$ cat config.mk
export PLATFORM = sky130hd
export DESIGN_NAME = button_conditioner
export DESIGN_NICKNAME = d
export VERILOG_FILES = /design/src/rtl/button_conditioner_pkg.sv /design/src/rtl/button_conditioner_debounce_bit.sv /design/src/rtl/button_conditioner.sv
export SDC_FILE = /design/constraint.sdc
export NUM_CORES = 1
export LEC_CHECK = 0
export CORE_AREA = 2 2 100 102
export DETAILED_ROUTE_END_ITERATION = 6
export DIE_AREA = 0 0 102 104
export PLACE_DENSITY = 0.67
export SETUP_SLACK_MARGIN = 0.5
export SYNTH_ARGS = -nofsm -noshare
export SYNTH_HDL_FRONTEND = slang
export SYNTH_SLANG_ARGS = --single-unit
export TNS_END_PERCENT = 5
$ cat constraint.sdc
create_clock -name clock -period 2.3 [get_ports clock]
set_input_delay 0.46 -clock clock [delete_from_list [all_inputs] [get_ports clock]]
set_output_delay 0.46 -clock clock [all_outputs]
set_load 0.02 [all_outputs]
$ cat src/rtl/button_conditioner_pkg.sv
// rtl/button_conditioner_pkg.sv - shared game-state, direction and button constants
package button_conditioner_pkg;

  // Game state reported back by the master state machine.
  typedef enum logic [1:0] {
    GS_IDLE = 2'b00,
    GS_PLAY = 2'b01,
    GS_OVER = 2'b10,
    GS_BAD  = 2'b11
  } game_state_t;

  // Snake heading; opposite headings differ only in bit 1.
  typedef enum logic [1:0] {
    DIR_UP    = 2'b00,
    DIR_RIGHT = 2'b01,
    DIR_DOWN  = 2'b10,
    DIR_LEFT  = 2'b11
  } dir_t;

  // Bit positions of the buttons in the 4-bit button vectors.
  localparam int BTN_UP      = 0;
  localparam int BTN_RIGHT   = 1;
  localparam int BTN_DOWN    = 2;
  localparam int BTN_LEFT    = 3;
  localparam int NUM_BUTTONS = 4;

  // Heading after reset and whenever the game sits in idle.
  localparam logic [1:0] DIR_DEFAULT = DIR_RIGHT;

  // Heading that would make the snake turn back onto itself.
  function automatic logic [1:0] reverse_of(input logic [1:0] dir);
    return dir ^ 2'b10;
  endfunction

  // Lowest-index pressed button wins: up, then right, down, left.
  function automatic logic [1:0] pick_candidate(input logic [3:0] press);
    logic [1:0] cand;
    cand = DIR_LEFT;
    if (press[BTN_DOWN])  cand = DIR_DOWN;
    if (press[BTN_RIGHT]) cand = DIR_RIGHT;
    if (press[BTN_UP])    cand = DIR_UP;
    return cand;
  endfunction

endpackage

$ cat src/rtl/button_conditioner_debounce_bit.sv
// rtl/button_conditioner_debounce_bit.sv - one button: synchroniser, debounce, press pulse; BUTTON_AUTO_REPEAT_EN adds auto-repeat
module debounce_bit #(
  parameter int DEBOUNCE_CYCLES = 500000
`ifdef BUTTON_AUTO_REPEAT_EN
  ,
  parameter int REPEAT_CYCLES   = 5000000
`endif
) (
  input  logic clock,
  input  logic reset_n,
  input  logic raw,
  output logic level,
  output logic press
);

  localparam int CW = $clog2(DEBOUNCE_CYCLES);
  localparam logic [CW-1:0] CNT_LAST = CW'(DEBOUNCE_CYCLES - 1);

  logic          sync_meta;
  logic          sync_q;
  logic [CW-1:0] cnt;
  logic          flip;
  logic          repeat_fire;

  // Level flips once the synchronised input has disagreed for DEBOUNCE_CYCLES cycles.
  assign flip = (sync_q != level) && (cnt == CNT_LAST);

  // Two-flop synchroniser for the asynchronous pad.
  always_ff @(posedge clock or negedge reset_n) begin
    if (!reset_n) begin
      sync_meta <= 1'b0;
      sync_q    <= 1'b0;
    end else begin
      sync_meta <= raw;
      sync_q    <= sync_meta;
    end
  end

  // Disagreement counter: any agreeing cycle restarts the count, so glitches never reach the level.
  always_ff @(posedge clock or negedge reset_n) begin
    if (!reset_n) begin
      cnt <= '0;
    end else if (sync_q == level || flip) begin
      cnt <= '0;
    end else begin
      cnt <= cnt + 1'b1;
    end
  end

  // Stable level and its press pulse are registered together, so the pulse marks the first high cycle.
  always_ff @(posedge clock or negedge reset_n) begin
    if (!reset_n) begin
      level <= 1'b0;
      press <= 1'b0;
    end else begin
      if (flip) begin
        level <= ~level;
      end
      press <= (flip && !level) || repeat_fire;
    end
  end

`ifdef BUTTON_AUTO_REPEAT_EN
  localparam int RW = $clog2(REPEAT_CYCLES);
  localparam logic [RW-1:0] REP_LAST = RW'(REPEAT_CYCLES - 1);

  logic [RW-1:0] rep_cnt;

  // A held button re-fires every REPEAT_CYCLES cycles; never on the cycle it is released.
  assign repeat_fire = level && !flip && (rep_cnt == REP_LAST);

  // Repeat timer runs only while the level is held high and restarts after each repeat.
  always_ff @(posedge clock or negedge reset_n) begin
    if (!reset_n) begin
      rep_cnt <= '0;
    end else if (!level || flip || repeat_fire) begin
      rep_cnt <= '0;
    end else begin
      rep_cnt <= rep_cnt + 1'b1;
    end
  end
`else
  assign repeat_fire = 1'b0;
`endif

endmodule

$ cat src/rtl/button_conditioner.sv
// rtl/button_conditioner.sv - debounced buttons, press pulses and snake heading; BUTTON_AUTO_REPEAT_EN enables auto-repeat
module button_conditioner
  import button_conditioner_pkg::*;
#(
  parameter int DEBOUNCE_CYCLES = 500000,
  parameter int REPEAT_CYCLES   = 5000000
) (
  input  logic       clock,
  input  logic       reset_n,
  input  logic [3:0] buttons_raw,
  input  logic [1:0] state_in,
  output logic [3:0] buttons_level,
  output logic [3:0] buttons_press,
  output logic [1:0] direction,
  output logic       dir_changed
);

  if (DEBOUNCE_CYCLES < 2 || REPEAT_CYCLES < 2) begin : g_param_check
    $error("button_conditioner: DEBOUNCE_CYCLES and REPEAT_CYCLES must be at least 2");
  end

  for (genvar i = 0; i < NUM_BUTTONS; i++) begin : g_button
    debounce_bit #(
      .DEBOUNCE_CYCLES(DEBOUNCE_CYCLES)
`ifdef BUTTON_AUTO_REPEAT_EN
      ,
      .REPEAT_CYCLES  (REPEAT_CYCLES)
`endif
    ) u_debounce (
      .clock  (clock),
      .reset_n(reset_n),
      .raw    (buttons_raw[i]),
      .level  (buttons_level[i]),
      .press  (buttons_press[i])
    );
  end

  logic [1:0] candidate;
  logic       cand_valid;
  logic [1:0] dir_next;
  logic       changed_next;

  assign candidate  = pick_candidate(buttons_press);
  assign cand_valid = |buttons_press;

  // Heading register, one cycle behind the press pulse that steers it.
  always_ff @(posedge clock or negedge reset_n) begin
    if (!reset_n) begin
      direction   <= DIR_DEFAULT;
      dir_changed <= 1'b0;
    end else begin
      direction   <= dir_next;
      dir_changed <= changed_next;
    end
  end

  // Next heading: idle forces the default, play accepts non-reversing presses, other states freeze.
  always_comb begin
    dir_next = direction;
    case (state_in)
      GS_IDLE: dir_next = DIR_DEFAULT;
      GS_PLAY: begin
        // A reversal is dropped outright; lower-priority presses in the same cycle are not retried.
        if (cand_valid && candidate != reverse_of(direction)) begin
          dir_next = candidate;
        end
      end
      default: dir_next = direction;
    endcase
  end

  // Change pulse only when the heading actually moves to a different value.
  always_comb begin
    changed_next = 1'b0;
    if (dir_next != direction) begin
      changed_next = 1'b1;
    end
  end

endmodule

==> results of run 1 <==
[through the flow]
| step | util [%] | setup WS [ps] | area (um^2) | power (uW) |
|---|---|---|---|---|
| floorplan | - | 287.8 | 4677 | 1805 |
| global route | 55.65 | 181.3 | 5314 | 2944 |
| CTS | 55.28 | 244.5 | 5279 | 2868 |
| detailed placement | 52.75 | 203.1 | 5037 | 1886 |
| global placement | 52.75 | 242.1 | 5037 | 1882 |
| finish | 55.65 | 248.6 | 5314 | 2837 |
[cells in the final DEF, fill, tap and decap left out, drive strengths merged, types with 3 or more instances in the layout]
cell type       n
clkbuf         12
dfrtp          94
xnor2          49
and2            3
or4            10
or3             5
ha              4
nor3           17
o21ai           8
nand2          25
o31ai           5
xor2           13
nor4           19
clkdlybuf4s50  16
nor4b           5
inv            19
buf            24
nor2           80
and3b           4
or4b            4
mux2            4
a21oi          12
nand4          22
nand3          21
[logic make-up after synthesis]
family,after synthesis,share of synthesized area (%)
DFF,95,50.91
AOI/OAI and AO/OA,34,5.115
and+or+nand+nor,225,26.24
adders and majority gates,4,1.071
xor gates and xnor gates,62,11.62
muxes,6,1.393
buffers and inverters,33,3.642
[timing repair]
| action | CTS | global route |
|---|---|---|
| endpoints found under the setup margin | 53 | 76 |
| hold buffers | 0 | 0 |
| buffers inserted | 9 | 2 |
| gates resized for setup | 4 | 4 |
| pin swaps | 3 | 0 |
[metal layers]
metal | wire length [um] | track usage (%) | vias up | part of all wire, %
met4 | 64 | 4.667 | 0 | 0.71
met5 | 0 | 0 | - | 0
met2 | 4283 | 28.24 | 43 | 48
met3 | 226 | 3.562 | 6 | 2.5
met1 | 4412 | 25.86 | 1694 | 49
li1 | - | - | 1677 | -
[sequential cells by signal, indices dropped and copies added, names as in the netlist]
name                           count
g_button.u_debounce.sync_q         4
g_button.u_debounce.cnt           76
g_button.u_debounce.press          4
direction                          2
dir_changed                        1
g_button.u_debounce.sync_meta      4
g_button.u_debounce.level          4
[area by class of cell]
| cell class | count | area [um^2] | share of cell area (%) |
|---|---|---|---|
| Multi-Input combinational cell | 331 | 2157 | 40.59 |
| Timing Repair Buffer | 41 | 374.1 | 7.040 |
| Sequential cell | 95 | 2380 | 44.78 |
| Clock inverter | 3 | 20.02 | 0.3767 |
| Tap cell | 133 | 166.4 | 3.132 |
| Clock buffer | 12 | 145.1 | 2.731 |
| Inverter | 19 | 71.32 | 1.342 |
[worst paths after layout]
kind / start / to / slack [ps] / cells after the start
min in group clock: g_button[2].u_debounce.sync_meta / g_button[2].u_debounce.sync_q / 350 / 0
setup / recovery: g_button[2].u_debounce.cnt[12] / g_button[2].u_debounce.level / 250 / 4
max in group asynchronous: reset_n / g_button[0].u_debounce.cnt[4] / 1620 / 2
setup reg to reg: g_button[2].u_debounce.cnt[12] / g_button[2].u_debounce.level / 250 / 4
hold / removal: reset_n / g_button[1].u_debounce.cnt[4] / 30 / 1
hold reg to reg: g_button[2].u_debounce.sync_meta / g_button[2].u_debounce.sync_q / 350 / 0
[cell usage after synthesis, types with 5 or more instances]
master / count
a21oi_1: 12
buf_4: 8
dfrtp_1: 94
inv_1: 19
nand2_1: 25
nand3_1: 19
nand4_1: 19
nor2_1: 80
nor3_1: 17
nor4_1: 19
nor4b_1: 5
o21ai_0: 5
or3_1: 5
or4_1: 6
xnor2_1: 49
xor2_1: 13
[power groups by stage]
| stage | sequential, uW | clock [uW] | combinational, uW |
|---|---|---|---|
| after floorplan | 1750 | 0 | 57.4 |
| after global placement | 1750 | 0 | 129 |
| after detailed placement | 1750 | 0 | 131 |
| after CTS | 1720 | 1010 | 132 |
| after global routing | 1730 | 1070 | 152 |
| final | 1720 | 982 | 132 |
[worst reg2reg max path: stages (launching register included)]
cell and delay, ps:
dfrtp_1 400, or4b_1 520, or4_4 590, nor2_4 140, mux2_4 300
==> summary.txt, run 1 <==
Worst setup path
  • Critical path startpoint category: flop
  • Buffers & Inverters on Critical Path: 0
  • Delay-heaviest family, CP: simple AND/OR/NAND/NOR gates
  • Cells along the critical path: or4b_1 -> or4_4 -> nor2_4 -> mux2_4
  • Worst Path Required: about 2500 ps
  • Critical setup path kind: flop to flop
  • Critical path's slowest cell: or4_4
  • Crit. End Element: flop
  • Max FO, Critical Path: 2
  • Critical Path AT: 2290 ps
  • Crit path largest cell delay: between 500 and 600 ps

Synthesis
  • Cell taking the most area after synthesis: dfrtp_1
  • Sequential share of the synthesized area: roughly 50%
  • FFs w/ async S/R, synth: 100.0%
  • Main flop type after synthesis: dfrtp_1
  • Syn avg cell area: approximately 10 um^2
  • Top cells by area, synth: dfrtp_1 (50%), xnor2_1 (9.2%), nor2_1 (6.4%)
  • Cell area after synthesis: 4672 um^2
  • Yosys top cell area share: between 50% and 60%
  • Syn_nets: 471
  • Synth Instances: around 460
  • Synth cell types: between 40 and 50
  • Post-synth EDFFs: 0
  • Synth Warn #: 0
  • Number of synthesized register bits: 95

Placed design
  • DP Wirelength: around 6200 um
  • Dpl cells: ~610
  • Final Wtd Congestion: between 0.8 and 0.9
  • Port bufs: 18

STA
  • Hold slack final: 31.50 ps
  • Setup_tns: 0 ps
  • Period utilization: around 89%
  • Fmax: about 0.49 GHz
  • Min Tclk post-route: 2051 ps
  • Rel. slew slack: a little under 60%
  • Final Max Slew Viols: 0
  • Final hold vios: 0
  • Worst Max-Slew Pin Slew: 608.6 ps
  • Setup-failing EPs final: 0
  • RSZ-0062 raised after global routing: true
  • Final Skew: roughly 11 ps

Global routing
  • Total gr overflow: 0
  • First-pass GRT wire length: around 16000 um
  • Total track usage: 18.08%
  • Vias in the first global route: ~3400
  • Initial antenna violation count: 0
  • Pin count of the biggest net entering global routing: 43

Cells and area
  • Layout Area Growth over Synthesis: 13.74%
  • Cell Count, Final, Fillers Out: about 630
  • Ratio of cells with drive above 1 in the final layout: 11.98%
  • Fill cells: 892
  • N_diodes: 0
  • Fin nets: a little over 500

Floorplanning
  • IO Count: 19
  • Die X: slightly above 100 um
  • Core area: between 9000 and 10000 um^2
  • Cell Rows: 36
  • Die Y: 104 um
  • Initial cell density of the core: 48.93%
  • Die area: between 10000 and 15000 um^2

Detailed routing
  • DR vias: between 3000 and 4000
  • DR iter-0 viols: 65
  • Drt total wl: ~9000 um
  • Routed vias/inst: about 5.4
  • DRT antenna net count: 0
  • Avg WL per Cell: 14.18 um
  • Drt drc: 0
  • TritonRoute pass-1 iters: 4

Power
  • Psw: 675.9 uW
  • Clk network pwr share: roughly a third
  • Leak: 0.002065 uW
  • Net Sw Frac: 23.82%
  • Int Power: 2161 uW
  • Comb pwr share: about 4.7%
  • Pwr dens: approximately 530 nW/um^2
  • Sequential share of power: between 60% and 70%
  • Peak VDD IR: approximately 0.00033 V

Clock network
  • CTS tree: yes
  • CTS Buffer Depth: 2
  • Clock Latency Late Sink: 360 ps
  • Worst-path clk slew: 90 ps
  • CTS Buf Count: 9
  • H-tree levels: 3
  • Sink Count: 95
  • Root Buffer: clkbuf_8

Worst hold path
  • Worst Hold Class: primary input to async pin

Outcome
  • Status: finished clean

Flow run
  • Max_cap viols: 0
Note: power is estimated with default switching activity, not from simulation.
==> run 2: changes to the inputs <==
--- a/config.mk
+++ b/config.mk
@@ -8,7 +8,7 @@
 export CORE_AREA = 2 2 100 102
 export DETAILED_ROUTE_END_ITERATION = 6
 export DIE_AREA = 0 0 102 104
-export PLACE_DENSITY = 0.67
+export DONT_BUFFER_PORTS = 1
 export SETUP_SLACK_MARGIN = 0.5
 export SYNTH_ARGS = -nofsm -noshare
 export SYNTH_HDL_FRONTEND = slang
==> run 2 against run 1 <==
  * The flow now finishes with violations (hold timing)
  * Critical endpoint is now g_button[3].u_debounce.level
  * Via count down 2.0%
  * Wire length down 2.5%
  * Clock-buffer cell count down 3
  * Sequential cell count unchanged
  * Final area down 2.7%
  * Critical path depth unchanged
==> summary.txt, run 2 (synthesis gave the netlist of run 1 again) <==
STA
  • Period utilization: approximately 87%
  • Hold slack final: -241.9 ps
  • Fmax: roughly 0.5 GHz
  • Min Tclk post-route: just over 2000 ps
  • Setup_tns: 0 ps
  • Rel. slew slack: 59.19%
  • Final Skew: ~8 ps
  • Worst Max-Slew Pin Slew: 606.5 ps
  • Final hold vios: 95
  • RSZ-0062 raised after global routing: true
  • Final Max Slew Viols: 0
  • Setup-failing EPs final: 0

Cells and area
  • Cell Count, Final, Fillers Out: about 620
  • Fill cells: 895
  • Largest register FFs: 76
  • Reg with most FFs: g_button.u_debounce.cnt
  • Seq. cell area: between 2000 and 2500 um^2
  • Multi-input gate area: 2161 um^2
  • Ratio of cells with drive above 1 in the final layout: between 10% and 20%
  • Layout Area Growth over Synthesis: 10.63%
  • Most frequent cells in the layout: dfrtp_1 (91), nor2_1 (78), xnor2_1 (49), nand2_1 (25), buf_4 (23)
  • Commonest non-fill, non-tap cell in the layout: dfrtp_1
  • Fin nets: 492
  • N_diodes: 0

Flow run
  • Max_cap viols: 0

Worst setup path
  • Register-to-Register Path Depth: 4
  • Cells along the critical path: or4b_1 -> or4_4 -> nor2_4 -> mux2_4
  • Reg2reg start: g_button[3].u_debounce.cnt[9]
  • Max FO, Critical Path: 2
  • Crit. End Element: flop
  • Critical path's slowest cell: or4_4
  • Critical setup path kind: flop to flop
  • R2r setup slk: slightly below 300 ps
  • Worst Path Required: roughly 2600 ps
  • Crit path largest cell delay: between 500 and 600 ps
  • Critical Path AT: ~2300 ps
  • Critical path startpoint category: flop
  • Reg-to-Reg End: g_button[3].u_debounce.level

Detailed routing
  • DRT antenna net count: 0
  • Drt drc: 0
  • TritonRoute pass-1 iters: 4
  • Drt total wl: roughly 8800 um
  • Routed vias/inst: 5.421
  • Avg WL per Cell: between 10 and 15 um
  • DR iter-0 viols: 123
  • DR vias: roughly 3400

Floorplanning
  • Die X: 102 um
  • Initial cell density of the core: between 40% and 50%
  • Die Y: between 100 and 150 um
  • Die area: between 10000 and 15000 um^2
  • Core area: 9549 um^2
  • Cell Rows: 36
  • IO Count: 19

Clock network
  • Root Buffer: clkbuf_8
  • CTS Buf Count: 9
  • Worst-path clk slew: roughly 100 ps
  • H-tree levels: 3
  • Sink Count: 95
  • CTS Buffer Depth: 2
  • CTS tree: yes
  • Clock Latency Late Sink: around 380 ps

Placed design
  • DP Wirelength: between 5000 and 6000 um
  • Dpl cells: 588
  • Port bufs: 0
  • Final Wtd Congestion: approximately 0.8

Global routing
  • Initial antenna violation count: 0
  • Pin count of the biggest net entering global routing: 96
  • Vias in the first global route: ~3300
  • Total gr overflow: 0
  • Total track usage: between 10% and 20%
  • First-pass GRT wire length: around 15000 um

Worst hold path
  • Worst Hold Class: primary input to async pin

Outcome
  • Status: finished, violations left
  • Failing checks: hold timing

Power
  • Leak: ~0.002 uW
  • Pwr dens: roughly 570 nW/um^2
  • Peak VDD IR: approximately 0.00036 V
run 2: cell count changes in the layout (fill, tap and decap cells not counted), sizes merged:
cell / previous run / this run
clkdlybuf4s50: 16 / 0
bufinv: 0 / 1
clkinv: 1 / 3
dlygate4sd2: 1 / 0
clkbuf: 12 / 9
inv: 19 / 22
clkinvlp: 2 / 0
run 2: per-layer routing:
metal | part of all wire [%] | wire (um) | global-route usage, %
met5 | 0 | 0 | 0
met4 | 0.97 | 85 | 4.762
met3 | 4.5 | 391 | 7.325
met2 | 46 | 4021 | 27.91
met1 | 49 | 4266 | 24.66
run 2: critical path, delay by kind of cell (launching register included):
| kind | cells | cell delay (ps) |
|---|---|---|
| AND/OR/NAND/NOR | 3 | 1220 |
| multiplexers | 1 | 300 |
| flip-flops | 1 | 390 |
run 2: timing repair:
item / in CTS / in global routing
gates cloned: 0 / 0
buffers inserted: 11 / 3
pin swaps: 1 / 2
hold endpoints to repair: 95 / 95
endpoints found under the setup margin: 42 / 67
resized for setup: 3 / 8
run 2: cell type report:
cell class / instances / area share (%)
clock buffer: 9 / 2.397
clock inverter: 7 / 1.549
inverter: 19 / 1.380
multi-input combinational: 331 / 41.81
sequential: 95 / 46.09
tap: 133 / 3.220
timing repair buffer: 24 / 3.558
run 2: worst max path at each step:
stage                                        end  slack [ps]                      startpoint  cells past startpoint
floorplan           g_button[2].u_debounce.level         290  g_button[2].u_debounce.cnt[14]                      4
global placement    g_button[2].u_debounce.level         250  g_button[2].u_debounce.cnt[14]                      4
detailed placement  g_button[2].u_debounce.level         240  g_button[2].u_debounce.cnt[14]                      4
CTS                 g_button[2].u_debounce.level         270  g_button[2].u_debounce.cnt[14]                      4
global route        g_button[0].u_debounce.level         230   g_button[0].u_debounce.cnt[0]                      5
finish              g_button[3].u_debounce.level         290   g_button[3].u_debounce.cnt[9]                      4
run 2: where the power goes:
group,internal (uW),total [uW],switching (uW),leakage (uW)
registers,1690,1720,28.9,0.00129
clock network,520,1160,641,0.000107
logic,34.4,78.1,43.6,0.000627
run 2: per-stage QoR:
step / power [uW] / cell area [um^2] / setup WS (ps) / util [%]
final: 2961 / 5169 / 289.3 / 54.13
after global routing: 3096 / 5169 / 226.5 / 54.13
after CTS: 3007 / 5117 / 266.7 / 53.59
after detailed placement: 1831 / 4820 / 238.6 / 50.47
after global placement: 1828 / 4820 / 249.7 / 50.47
after floorplan: 1805 / 4677 / 287.8 / -
